===== config.mk =====
export PLATFORM = sky130hd
export DESIGN_NAME = pc_redirect_unit_flat
export DESIGN_NICKNAME = d
export VERILOG_FILES = /design/src/rtl/core_pkg.sv /design/src/rtl/pc_redirect_unit_if.sv /design/src/rtl/pc_next_mux.sv /design/src/rtl/pc_redirect_unit.sv /design/src/flat_wrapper.sv
export SDC_FILE = /design/constraint.sdc
export NUM_CORES = 1
export LEC_CHECK = 0
export BUFFER_PORTS_ARGS = -buffer_cell sky130_fd_sc_hd__buf_2
export CAP_MARGIN = 25
export CORE_ASPECT_RATIO = 0.8
export CORE_MARGIN = 5
export CORE_UTILIZATION = 49
export DETAILED_ROUTE_END_ITERATION = 16
export PLACE_DENSITY = 0.86
export SETUP_SLACK_MARGIN = 0.5
export SYNTH_ARGS = -nofsm -noshare
export SYNTH_HDL_FRONTEND = slang
export SYNTH_SLANG_ARGS = --single-unit

===== constraint.sdc =====
create_clock -name clk -period 7.9 [get_ports clk]
set_input_delay 0 -clock clk [delete_from_list [all_inputs] [get_ports clk]]
set_output_delay 0 -clock clk [all_outputs]
set_load 0.01 [all_outputs]

===== src/rtl/core_pkg.sv =====
// Shared front-end definitions for the two-stage RV32I core: PC unit state
// encoding, instruction size, default boot address and small PC helpers.
package core_pkg;

  typedef enum logic [1:0] {
    PCU_BOOT   = 2'd0,
    PCU_RUN    = 2'd1,
    PCU_REFILL = 2'd2
  } pcu_state_t;

  localparam logic [31:0] INSN_BYTES       = 32'd4;
  localparam logic [31:0] DEFAULT_RESET_PC = 32'h0000_0000;

  // Sequential successor; wraps modulo 2^32 by construction.
  function automatic logic [31:0] seqPc(input logic [31:0] pc);
    return pc + INSN_BYTES;
  endfunction

  function automatic logic isMisaligned(input logic [31:0] addr);
    return addr[1:0] != 2'b00;
  endfunction

endpackage


===== src/rtl/pc_redirect_unit_if.sv =====
// Signal bundle between the PC redirect unit (slave) and the surrounding
// core: XB redirect sources, csr_ehu trap controls and the fetch/stage view.
interface pc_redirect_unit_if;

  logic        stall;
  logic        branch_taken;
  logic [31:0] branch_target;
  logic        mret;
  logic        initiate_exception;
  logic [31:0] csr_mtvec;
  logic [31:0] csr_mepc;
  logic [31:0] imem_addr;
  logic [31:0] FD_pc;
  logic        FD_bubble;
  logic [31:0] XB_pc;
  logic        XB_bubble;
  logic        XB_FD_exception_instruction_misaligned;

  modport slave (
    input  stall, branch_taken, branch_target, mret,
    input  initiate_exception, csr_mtvec, csr_mepc,
    output imem_addr, FD_pc, FD_bubble, XB_pc, XB_bubble,
    output XB_FD_exception_instruction_misaligned
  );

  modport master (
    output stall, branch_taken, branch_target, mret,
    output initiate_exception, csr_mtvec, csr_mepc,
    input  imem_addr, FD_pc, FD_bubble, XB_pc, XB_bubble,
    input  XB_FD_exception_instruction_misaligned
  );

endinterface


===== src/rtl/pc_next_mux.sv =====
// Priority selector for the next fetch address (trap > mret > branch > hold > +4).
// PC_MISALIGN_CHECK_EN turns misaligned branch targets into an XB exception.
module pc_next_mux
  import core_pkg::*;
#(
  parameter logic [31:0] RESET_PC = DEFAULT_RESET_PC
) (
  input  pcu_state_t  i_state,
  input  logic        i_stall,
  input  logic        i_branchTaken,
  input  logic [31:0] i_branchTarget,
  input  logic        i_mret,
  input  logic        i_initiateException,
  input  logic [31:0] i_csrMtvec,
  input  logic [31:0] i_csrMepc,
  input  logic        i_xbBubble,
  input  logic [31:0] i_fdPc,
  output logic [31:0] o_imemAddr,
  output logic        o_redirect,
  output logic        o_misalign
);

  logic        w_xbLive;
  logic        w_branchLive;
  logic        w_mretLive;
  logic        w_targetBad;
  logic [31:0] w_target;

  // XB-originated redirects need a real instruction in XB and a moving pipe.
  assign w_xbLive     = !i_xbBubble && !i_stall;
  assign w_branchLive = i_branchTaken && w_xbLive;
  assign w_mretLive   = i_mret && w_xbLive;

`ifdef PC_MISALIGN_CHECK_EN
  assign w_target    = i_branchTarget;
  assign w_targetBad = isMisaligned(i_branchTarget);
`else
  logic w_unusedTargetBits;
  assign w_target           = {i_branchTarget[31:2], 2'b00};
  assign w_targetBad        = 1'b0;
  assign w_unusedTargetBits = ^i_branchTarget[1:0];
`endif

  always_comb begin
    o_imemAddr = seqPc(i_fdPc);
    o_redirect = 1'b0;
    o_misalign = 1'b0;
    if (i_state == PCU_BOOT) begin
      o_imemAddr = RESET_PC;
    end else if (i_initiateException) begin
      o_imemAddr = i_csrMtvec;
      o_redirect = 1'b1;
    end else if (w_mretLive) begin
      o_imemAddr = i_csrMepc;
      o_redirect = 1'b1;
    end else if (w_branchLive && !w_targetBad) begin
      o_imemAddr = w_target;
      o_redirect = 1'b1;
    end else if (w_branchLive) begin
      // Bad target: keep fetching in place and let csr_ehu trap from XB.
      o_imemAddr = i_fdPc;
      o_misalign = 1'b1;
    end else if (i_stall || i_state == PCU_REFILL) begin
      o_imemAddr = i_fdPc;
    end
  end

endmodule


===== src/rtl/pc_redirect_unit.sv =====
// Fetch PC owner and FD->XB stage register for the two-stage iCE40 RV32I core.
// Optional macro PC_MISALIGN_CHECK_EN enables misaligned branch-target traps.
module pc_redirect_unit
  import core_pkg::*;
#(
  parameter logic [31:0] RESET_PC = DEFAULT_RESET_PC
) (
  input  logic                   clk,
  input  logic                   resetb,
  pc_redirect_unit_if.slave      io_pcu
);

  pcu_state_t  r_state;
  pcu_state_t  w_nextState;
  logic [31:0] r_fdPc;
  logic [31:0] r_xbPc;
  logic        r_xbBubble;
  logic [31:0] w_imemAddr;
  logic        w_redirect;
  logic        w_misalign;
  logic        w_flush;
  logic        w_fdBubble;

  pc_next_mux #(
    .RESET_PC (RESET_PC)
  ) u_pcNextMux (
    .i_state             (r_state),
    .i_stall             (io_pcu.stall),
    .i_branchTaken       (io_pcu.branch_taken),
    .i_branchTarget      (io_pcu.branch_target),
    .i_mret              (io_pcu.mret),
    .i_initiateException (io_pcu.initiate_exception),
    .i_csrMtvec          (io_pcu.csr_mtvec),
    .i_csrMepc           (io_pcu.csr_mepc),
    .i_xbBubble          (r_xbBubble),
    .i_fdPc              (r_fdPc),
    .o_imemAddr          (w_imemAddr),
    .o_redirect          (w_redirect),
    .o_misalign          (w_misalign)
  );

  assign w_flush    = w_redirect | w_misalign;
  assign w_fdBubble = (r_state != PCU_RUN);

  always_ff @(posedge clk or negedge resetb) begin
    if (!resetb) begin
      r_state <= PCU_BOOT;
    end else begin
      r_state <= w_nextState;
    end
  end

  // REFILL holds the PC for one cycle so the BRAM word lines up with FD_pc.
  always_comb begin
    w_nextState = r_state;
    unique case (r_state)
      PCU_BOOT:   w_nextState = PCU_REFILL;
      PCU_REFILL: w_nextState = w_flush ? PCU_REFILL : PCU_RUN;
      PCU_RUN:    w_nextState = w_flush ? PCU_REFILL : PCU_RUN;
      default:    w_nextState = PCU_BOOT;
    endcase
  end

  always_ff @(posedge clk or negedge resetb) begin
    if (!resetb) begin
      r_fdPc <= RESET_PC;
    end else begin
      r_fdPc <= w_imemAddr;
    end
  end

  // A redirect kills the slot entering XB even while the pipe is stalled.
  always_ff @(posedge clk or negedge resetb) begin
    if (!resetb) begin
      r_xbPc     <= 32'h0;
      r_xbBubble <= 1'b1;
    end else if (w_redirect) begin
      r_xbBubble <= 1'b1;
      if (!io_pcu.stall) begin
        r_xbPc <= r_fdPc;
      end
    end else if (w_misalign) begin
      r_xbBubble <= 1'b0;
    end else if (!io_pcu.stall) begin
      r_xbPc     <= r_fdPc;
      r_xbBubble <= w_fdBubble;
    end
  end

`ifdef PC_MISALIGN_CHECK_EN
  logic r_xbMisaligned;

  always_ff @(posedge clk or negedge resetb) begin
    if (!resetb) begin
      r_xbMisaligned <= 1'b0;
    end else if (w_misalign) begin
      r_xbMisaligned <= 1'b1;
    end else if (w_redirect || !io_pcu.stall) begin
      r_xbMisaligned <= 1'b0;
    end
  end

  assign io_pcu.XB_FD_exception_instruction_misaligned = r_xbMisaligned;
`else
  assign io_pcu.XB_FD_exception_instruction_misaligned = 1'b0;
`endif

  assign io_pcu.imem_addr = w_imemAddr;
  assign io_pcu.FD_pc     = r_fdPc;
  assign io_pcu.FD_bubble = w_fdBubble;
  assign io_pcu.XB_pc     = r_xbPc;
  assign io_pcu.XB_bubble = r_xbBubble;

endmodule


===== src/flat_wrapper.sv =====
// flat-port wrapper written by rule: the top's interface ports become plain ports
module pc_redirect_unit_flat import core_pkg::*;
#(
  parameter logic [31:0] RESET_PC = DEFAULT_RESET_PC
)
  (clk, resetb, io_pcu_stall, io_pcu_branch_taken, io_pcu_branch_target, io_pcu_mret, io_pcu_initiate_exception, io_pcu_csr_mtvec, io_pcu_csr_mepc, io_pcu_imem_addr, io_pcu_FD_pc, io_pcu_FD_bubble, io_pcu_XB_pc, io_pcu_XB_bubble, io_pcu_XB_FD_exception_instruction_misaligned);
  pc_redirect_unit_if io_pcu_i ();
  input  logic clk;
  input  logic resetb;
  input wire logic [$bits(io_pcu_i.stall)-1:0] io_pcu_stall;
  input wire logic [$bits(io_pcu_i.branch_taken)-1:0] io_pcu_branch_taken;
  input wire logic [$bits(io_pcu_i.branch_target)-1:0] io_pcu_branch_target;
  input wire logic [$bits(io_pcu_i.mret)-1:0] io_pcu_mret;
  input wire logic [$bits(io_pcu_i.initiate_exception)-1:0] io_pcu_initiate_exception;
  input wire logic [$bits(io_pcu_i.csr_mtvec)-1:0] io_pcu_csr_mtvec;
  input wire logic [$bits(io_pcu_i.csr_mepc)-1:0] io_pcu_csr_mepc;
  output wire logic [$bits(io_pcu_i.imem_addr)-1:0] io_pcu_imem_addr;
  output wire logic [$bits(io_pcu_i.FD_pc)-1:0] io_pcu_FD_pc;
  output wire logic [$bits(io_pcu_i.FD_bubble)-1:0] io_pcu_FD_bubble;
  output wire logic [$bits(io_pcu_i.XB_pc)-1:0] io_pcu_XB_pc;
  output wire logic [$bits(io_pcu_i.XB_bubble)-1:0] io_pcu_XB_bubble;
  output wire logic [$bits(io_pcu_i.XB_FD_exception_instruction_misaligned)-1:0] io_pcu_XB_FD_exception_instruction_misaligned;
  assign io_pcu_i.stall = io_pcu_stall;
  assign io_pcu_i.branch_taken = io_pcu_branch_taken;
  assign io_pcu_i.branch_target = io_pcu_branch_target;
  assign io_pcu_i.mret = io_pcu_mret;
  assign io_pcu_i.initiate_exception = io_pcu_initiate_exception;
  assign io_pcu_i.csr_mtvec = io_pcu_csr_mtvec;
  assign io_pcu_i.csr_mepc = io_pcu_csr_mepc;
  assign io_pcu_imem_addr = io_pcu_i.imem_addr;
  assign io_pcu_FD_pc = io_pcu_i.FD_pc;
  assign io_pcu_FD_bubble = io_pcu_i.FD_bubble;
  assign io_pcu_XB_pc = io_pcu_i.XB_pc;
  assign io_pcu_XB_bubble = io_pcu_i.XB_bubble;
  assign io_pcu_XB_FD_exception_instruction_misaligned = io_pcu_i.XB_FD_exception_instruction_misaligned;
  pc_redirect_unit #(.RESET_PC(RESET_PC)) u_core (.clk(clk), .resetb(resetb), .io_pcu(io_pcu_i));
endmodule

## Word level (Yosys, flattened, before mapping)

Index checks and enable logic that the tools add are counted.

- Register bits: 67
- Bits of input ports: 102
- Output and inout bits: 99
- Logic and storage cells: 30

- Add/subtract/negate cells: 1
- Equality and inequality tests: 4
- Muxes and demuxes: 13
- Reduce and logical (&&, ||, !) cells: 8

Operators with widths:

| cell | number |
|---|---|
| $mux W32 | 5 |
| $add A32 B3 Y32 const B | 1 |
| $mux W1 | 6 |
| $ne A2 B1 Y1 const B | 2 |
| $pmux W2 S2 | 1 |
| $logic_and A1 B1 Y1 | 3 |
| $eq A2 B1 Y1 const B | 1 |
| $eq A2 B2 Y1 const B | 1 |
| $logic_not A1 Y1 | 2 |
| $logic_not A2 Y1 | 1 |
| $mux W2 | 1 |
| $reduce_or A2 Y1 | 1 |
| $logic_or A1 B1 Y1 | 1 |

## Logic depth before layout (Yosys ltp)

Gate-level depths: netlist (run 1).

- Depth after elaboration: 9
- Gate-level depth with buffers: 8
- Gate-level depth less buffers: 7

## Hierarchy

Synthesis (run 1) repeated with hierarchy kept, for this count alone.

- Cell total of the unflattened synthesis: 428
- Area, all modules: 4017.6 µm²

Modules (own cells, without submodules):

| module | times used | cells an instance | area an instance (µm²) | seq. area each (µm²) |
|---|---|---|---|---|
| pc_redirect_unit | 1 | 119 | 2187.1 | 1677.9 |
| pc_next_mux | 1 | 309 | 1830.5 | 0.0 |

## Worst setup path after synthesis (run 1)

Ideal clock, no wire load.

- Path kind: register to register
- Start point: register u_core.r_state[0]
- End point: register u_core.r_fdPc[26], in the netlist u_core.io_pcu.FD_pc[26]
- Library setup time: 0.170 ns
- Data arrival time: 2.675 ns
- Required time: 7.730 ns
- Setup slack: 5.056 ns
- Stages on the path, launching flop included: 9
- Buffers on the path: 1
- Period minus slack after synthesis: 2.844 ns
- Cell sequence: dfrtp_1 > inv_1 > ha_1 > or3b_1 > buf_2 > or4_4 > or4_4 > xnor2_2 > a311oi_1

- Word-level cells in the longest chain between the ends: 7
- Elaborated cells on any way between the ends: 8
- Those cells by class: eq/ne (1); mux (5); reduce/logical (2)

RTL lines:

| item | line | source |
|---|---|---|
| start, declared | pc_redirect_unit.sv:13 | `pcu_state_t r_state;` |
| start signal, assigned | pc_redirect_unit.sv:49 | `r_state <= w_nextState;` |
| $eq A2 B2 Y1 | pc_next_mux.sv:63 | `end else if (i_stall \|\| i_state == PCU_REFILL) begin` |
| $logic_or A1 B1 Y1 | pc_next_mux.sv:63 |  |
| $mux W32 | pc_next_mux.sv:63 |  |
| $mux W32 | pc_next_mux.sv:56 | `end else if (w_branchLive && !w_targetBad) begin` |
| $mux W32 | pc_next_mux.sv:53 | `end else if (w_mretLive) begin` |
| $mux W32 | pc_next_mux.sv:50 | `end else if (i_initiateException) begin` |
| $mux W32 * | pc_next_mux.sv:48 | `if (i_state == PCU_BOOT) begin` |
| named net io_pcu_imem_addr[26] | flat_wrapper.sv:17 | `output wire logic [$bits(io_pcu_i.imem_addr)-1:0] io_pcu_imem_addr;` |
| end signal, assigned | pc_redirect_unit.sv:68 | `r_fdPc <= w_imemAddr;` |
| end, declared | pc_redirect_unit.sv:15 | `logic [31:0] r_fdPc;` |

The timed path passes the listed nets; every way through them passes the cells marked *.
A chain may end at the register's enable or synchronous reset.

## Worst setup path after layout (run 1)

- Start point: register u_core.r_state[0]
- End point: output port io_pcu_imem_addr[30]

- Word-level cells in the longest chain between the ends: 7
- Elaborated cells on any way between the ends: 8
- Those cells by class: eq/ne (1); mux (5); reduce/logical (2)

RTL lines:

| item | line |
|---|---|
| $eq A2 B2 Y1 | pc_next_mux.sv:63 |
| $logic_or A1 B1 Y1 | pc_next_mux.sv:63 |
| $mux W32 | pc_next_mux.sv:63 |
| $mux W32 | pc_next_mux.sv:56 |
| $mux W32 | pc_next_mux.sv:53 |
| $mux W32 | pc_next_mux.sv:50 |
| $mux W32 * | pc_next_mux.sv:48 |
| end, declared | flat_wrapper.sv:17 |

Every way passes the cells marked *; elsewhere a longest branch is shown, timed or not.

==> results of run 1 <==
critical path, stage by stage, from the launching register on:
cell	delay, ns
dfrtp_1	0.39
inv_1	0.08
ha_1	0.22
or3b_1	0.55
nor4_2	0.85
nand2_1	0.15
mux2i_1	0.16
a2111oi_0	0.62
buf_2	0.25
layout make-up:
| cell class | count | area share, % |
|---|---|---|
| Multi-Input combinational cell | 304 | 36.9 |
| Sequential cell | 67 | 30.9 |
| Timing Repair Buffer | 236 | 25.0 |
| Clock buffer | 11 | 2.61 |
| Tap cell | 105 | 2.42 |
| Clock inverter | 5 | 1.13 |
| Inverter | 16 | 1.11 |
power breakdown:
part / switching (W) / leakage [nW] / internal (W)
logic: 0.000456 / 1.72 / 0.000351
clock network: 0.000143 / 0.104 / 0.000156
registers: 0.000149 / 0.851 / 0.000488
total: 0.000747 / 2.67 / 0.000995
registers in the layout, summed over array words and instances (netlist names):
signal and flops:
u_core.io_pcu.FD_pc 32, u_core.io_pcu.XB_pc 32, u_core.r_state 2, u_core.io_pcu.XB_bubble 1
cells by family (layout without fill, tap and decap cells):
group	after synthesis	count (layout)	share of synthesized area (%)
DFF	67	67	43.6
AOI/OAI and AO/OA	109	109	18.3
other	1	1	0.0975
buffers and inverters	45	268	4.68
adders and majority gates	5	5	1.63
and+or+nand+nor	140	140	18.6
xor gates and xnor gates	19	19	4.52
muxes	30	30	8.59
cells in the mapped netlist (7+ instances only):
library cell	count	area (um2)
dfrtp_1	66	1650
a311oi_1	8	70.1
o22ai_1	12	75.1
a221oi_1	11	96.3
nand3_1	11	55.1
clkbuf_1	20	75.1
nor4_1	7	43.8
a21oi_1	27	135
nand4_1	11	68.8
inv_1	16	60.1
nor3_1	12	60.1
nor2_1	32	120
nand2_1	41	154
xor2_1	13	114
o21ai_0	30	150
mux2_2	24	270
worst max-delay path by stage:
stage                      start                       to  slack (ns)  cells after the start
6_report       u_core.r_state[0]     io_pcu_imem_addr[30]        4.27                      8
5_1_grt        u_core.r_state[0]     io_pcu_imem_addr[30]        4.17                      8
4_1_cts        u_core.r_state[0]     io_pcu_imem_addr[30]        4.39                      8
3_5_place_dp   u_core.r_state[0]     io_pcu_imem_addr[30]        4.78                      8
3_3_place_gp   u_core.r_state[0]     io_pcu_imem_addr[26]        4.97                      8
2_1_floorplan  u_core.r_state[0]  u_core.io_pcu.FD_pc[26]        5.06                      8
per-layer routing:
metal / vias up / global-route usage, % / wire, um
met5: - / 0 / 0
met4: 0 / 12.0 / 334
met3: 38 / 9.89 / 1700
met2: 299 / 50.9 / 7160
met1: 2096 / 36.4 / 5690
li1: 1976 / - / -
stage by stage:
stage | worst slack, ns | hold slack, ns | cell area (um2) | instances | power [W]
final | 4.27 | 0.0261 | 5430 | 744 | 0.00174
after global routing | 4.17 | 0.000229 | 5430 | 744 | 0.00185
after CTS | 4.39 | 0.0000593 | 5420 | 743 | 0.00173
after detailed placement | 4.78 | 0.255 | 4910 | 697 | 0.00141
after global placement | 4.97 | 0.242 | 4910 | 696 | 0.00138
after floorplan | 5.06 | -0.296 | 3850 | 416 | 0.00104
==> results_dict.tcl, run 1 <==
set metrics [dict create \
    globalplace.congestion 0.887 \
    reg2regPathDepth 8 \
    power.density_mw_per_mm2 321 \
    path_class "flip-flop to output port" \
    rr_endpoint "u_core.io_pcu.FD_pc[28]" \
    utilization_pct 72.0 \
    cts_resized 0 \
    tns_ns 0 \
    grt_max_degree 68 \
    worstSetupStartpointType "flip-flop" \
    overflow 0 \
    dp_hpwl_mm 10.3 \
    n_antenna_cell 0 \
    syn_area_mm2 0.00385 \
    maxSlewHeadroom_pct 37.8 \
    finalCriticalPeriod_ns 3.63 \
    final_common_cell "buf_2" \
    die_h_um 89.2 \
    skew_ns 0.00881 \
    drt_wl_total_mm 14.9 \
    die_area_mm2 0.00973 \
    numCtsBuffers 9 \
    yosysUniqueCellTypes 53 \
    period_share_pct 45.9 \
    insertion_delay_ns 0.34 \
    synthArstFlopShare_pct 100 \
    first_pass_iters 5 \
    die_x_um 109 \
    fp-row-count 28 \
    syn_nets 523 \
    cts_tree "done" \
    seq_area_frac_synth_pct 43.6 \
    drive_gt1_share_pct 40.2 \
    fill_cells 573 \
    syn_to_final_growth_pct 41.1 \
    avgSynthCellArea_um2 9.25 \
    grt_pass1_wl_mm 22.5 \
    grt_setup_unrepaired "no" \
    via_per_inst 5.93 \
    setup_viol 0 \
    peakVddDrop_v 0.000186 \
    htreeDepth 3 \
    ys.warnings.count 0 \
    fin_nets 741 \
    wl_per_cell_um 20.0 \
    slew_violations 0 \
    clock.fmax_mhz 276 \
    core-area_mm2 0.00753 \
    final_hold_viol_count 0 \
    hold_depth 3 \
    critPathMaxFanout 9 \
    min_from "io_pcu_csr_mtvec[26]" \
    io_buffer_count 197 \
    io_pins 201 \
    ant_nets 0 \
    start_util_pct 51.1 \
    drv_cap 0 \
    hold_end "u_core.io_pcu.FD_pc[26]" \
    tightest_slew_ns 0.925 \
    status "finished clean" \
    ys_ff_latch 67 \
    cts-root-buf "clkbuf_8" \
    synth_edf_count 0 \
    regArea_mm2 0.00168 \
    grt_pass1_vias 4422 \
    final_cell_mix "buf_2 (198), dfrtp_1 (66), nand2_1 (41), nor2_1 (32), dlygate4sd3_1 (31)" \
    clk_path_buf_depth 2 \
    drtIter0Drc 386 \
    rr_startpoint "u_core.r_state[0]" \
    drc 0 \
    postSynthCellCount 416 \
    holdBufCountCts 30 \
    grt_use_total_pct 30.3 \
    arrival_ns 3.63 \
    antenna_found_initial 0 \
    vias 4409 \
    ff2ff_setup_slack_ns 4.34 \
    worst_setup_path_end_kind "output port" \
    p_leak_nw 2.67 \
    multi_input_area_mm2 0.00200 \
    clkTransAtPathRegs_ns 0.08 \
    clock_sinks 67 \
    synth_ff_type "dfrtp_1" \
    min_path_type "input port to flip-flop" \
    cp.required_ns 7.90 \
    postCtsSetupBuffers 0 \
]
No activity file was read; power rests on OpenSTA's default activity.
==> inputs of run 2 (changes only) <==
CORE_UTILIZATION = 41   (was 49)
PLACE_DENSITY = 0.77   (was 0.86)
clock period = 3.1 ns   (was 7.9 ns; I/O delays follow)
==> results_dict.tcl, run 2 (synthesized netlist as in run 1, its figures left out) <==
set metrics [dict create \
    multi_input_area_mm2 0.00223 \
    dp_slack_ns 0.408 \
    numCtsBuffers 9 \
    drc 0 \
    p_leak_nw 2.91 \
    dp_hpwl_mm 10.7 \
    drt_wl_total_mm 16.0 \
    setup_viol 0 \
    ant_nets 0 \
    final_hold_viol_count 0 \
    syn_to_final_growth_pct 53.9 \
    die_x_um 118 \
    rr_startpoint "u_core.r_state[0]" \
    drtIter0Drc 311 \
    tns_ns 0 \
    tightest_slew_ns 0.917 \
    vias 4468 \
    n_antenna_cell 0 \
    start_util_pct 42.2 \
    peakVddDrop_v 0.000480 \
    fp-row-count 31 \
    hold_end "u_core.io_pcu.FD_pc[14]" \
    worst_setup_path_end_kind "output port" \
    core-area_mm2 0.00911 \
    htreeDepth 3 \
    drv_cap 0 \
    grt_setup_unrepaired "yes" \
    cts-root-buf "clkbuf_16" \
    clkTransAtPathRegs_ns 0.06 \
    power.total_w 0.00500 \
    insertion_delay_ns 0.34 \
    final_cell_mix "buf_2 (195), dfrtp_1 (65), nand2_1 (40), nor2_1 (32), o21ai_0 (27)" \
    hold_depth 3 \
    clock_sinks 67 \
    antenna_found_initial 0 \
    setup_ws_ns 0.109 \
    regArea_mm2 0.00168 \
    grt_use_total_pct 26.2 \
    overflow 0 \
    rr_endpoint "u_core.io_pcu.FD_pc[28]" \
    maxSlewHeadroom_pct 38.7 \
    power.density_mw_per_mm2 844 \
    clock.fmax_mhz 334 \
    arrival_ns 2.99 \
    cp.required_ns 3.10 \
    critPathMaxFanout 3 \
    min_path_type "input port to flip-flop" \
    die_h_um 96.6 \
    wl_per_cell_um 20.8 \
    cts_tree "done" \
    reg2regPathDepth 13 \
    die_area_mm2 0.0114 \
    globalplace.congestion 0.862 \
    ff2ff_setup_slack_ns 0.44 \
    fin_nets 757 \
    fill_cells 760 \
    design_area_mm2 0.00592 \
    io_pins 201 \
    grt_pass1_wl_mm 24.2 \
    dpl-instance-area_mm2 0.00495 \
    first_pass_iters 5 \
    skew_ns 0.00725 \
    grt_pass1_vias 4593 \
    finalCriticalPeriod_ns 2.99 \
    clk_path_buf_depth 2 \
    path_class "flip-flop to output port" \
    drive_gt1_share_pct 48.4 \
    status "finished clean" \
    period_share_pct 96.5 \
    final_common_cell "buf_2" \
    grt_max_degree 68 \
    via_per_inst 5.80 \
    slew_violations 0 \
    worstSetupStartpointType "flip-flop" \
    min_from "io_pcu_csr_mtvec[14]" \
    io_buffer_count 197 \
]
run 2: cell types whose count changed in the layout (fill, tap and decap cells not counted), moves of 4 or more:
| cell | previous run | this run |
|---|---|---|
| a311oi_2 | 0 | 6 |
| buf_6 | 0 | 9 |
| nor3_1 | 12 | 7 |
| dlygate4sd3_1 | 31 | 21 |
| clkbuf_8 | 10 | 3 |
| nor4_1 | 6 | 2 |
| a311oi_1 | 8 | 2 |
| clkbuf_16 | 0 | 9 |
| buf_4 | 7 | 26 |
run 2: power by group:
part           switching, W  total (W)  internal, W  leakage, nW
Combinational       0.00128    0.00229      0.00101         1.90
Sequential         0.000387    0.00163      0.00125        0.850
Clock              0.000388    0.00107     0.000685        0.155
Total               0.00205    0.00500      0.00294         2.91
run 2: worst max-delay path by stage:
stage	startpoint	to	slack [ns]
after floorplan	u_core.r_state[0]	u_core.io_pcu.FD_pc[26]	0.41
after global routing	u_core.r_state[1]	io_pcu_imem_addr[28]	0.05
after detailed placement	u_core.r_state[0]	io_pcu_imem_addr[26]	0.41
after global placement	u_core.r_state[0]	io_pcu_imem_addr[26]	0.47
final	u_core.r_state[0]	io_pcu_imem_addr[26]	0.11
after CTS	u_core.r_state[0]	io_pcu_imem_addr[26]	0.19
run 2: cell type report:
class                   count  share of cell area [%]
repair buffers            252                    25.3
clock buffers              12                    4.50
multi-input cells         304                    37.6
clock inverters             4                   0.803
well taps                 115                    2.43
flip-flops and latches     67                    28.4
inverters                  16                    1.01
run 2: what timing repair did:
action / in CTS / in global routing
resized for setup: 27 / 26
endpoints found under the setup margin: 16 / 25
buffers inserted: 12 / 13
hold buffers: 21 / 0
hold endpoints to repair: 86 / 0
pin swaps: 11 / 18
run 2: worst max-delay path, cell delays in order, from the launching register on:
cell	delay, ns
dfrtp_1	0.38
inv_2	0.07
ha_4	0.17
or3b_4	0.40
or4_4	0.58
or4_4	0.45
xnor2_2	0.15
a311oi_2	0.27
buf_2	0.19
run 2: metal layers:
layer  wire [um]  GRT usage, %  up-vias
met2        7640          42.6      283
met5           0             0        -
li1            -             -     1996
met3        1650          7.76       44
met1        6350          33.5     2145
met4         351          8.20        0
run 2: through the flow:
stage	std cells	utilization, %	hold WS (ns)
floorplan	416	-	-0.296
global placement	708	54.3	0.161
detailed placement	708	54.3	0.178
CTS	757	62.3	0.00202
global route	770	65.0	0.0147
finish	770	65.0	0.00646
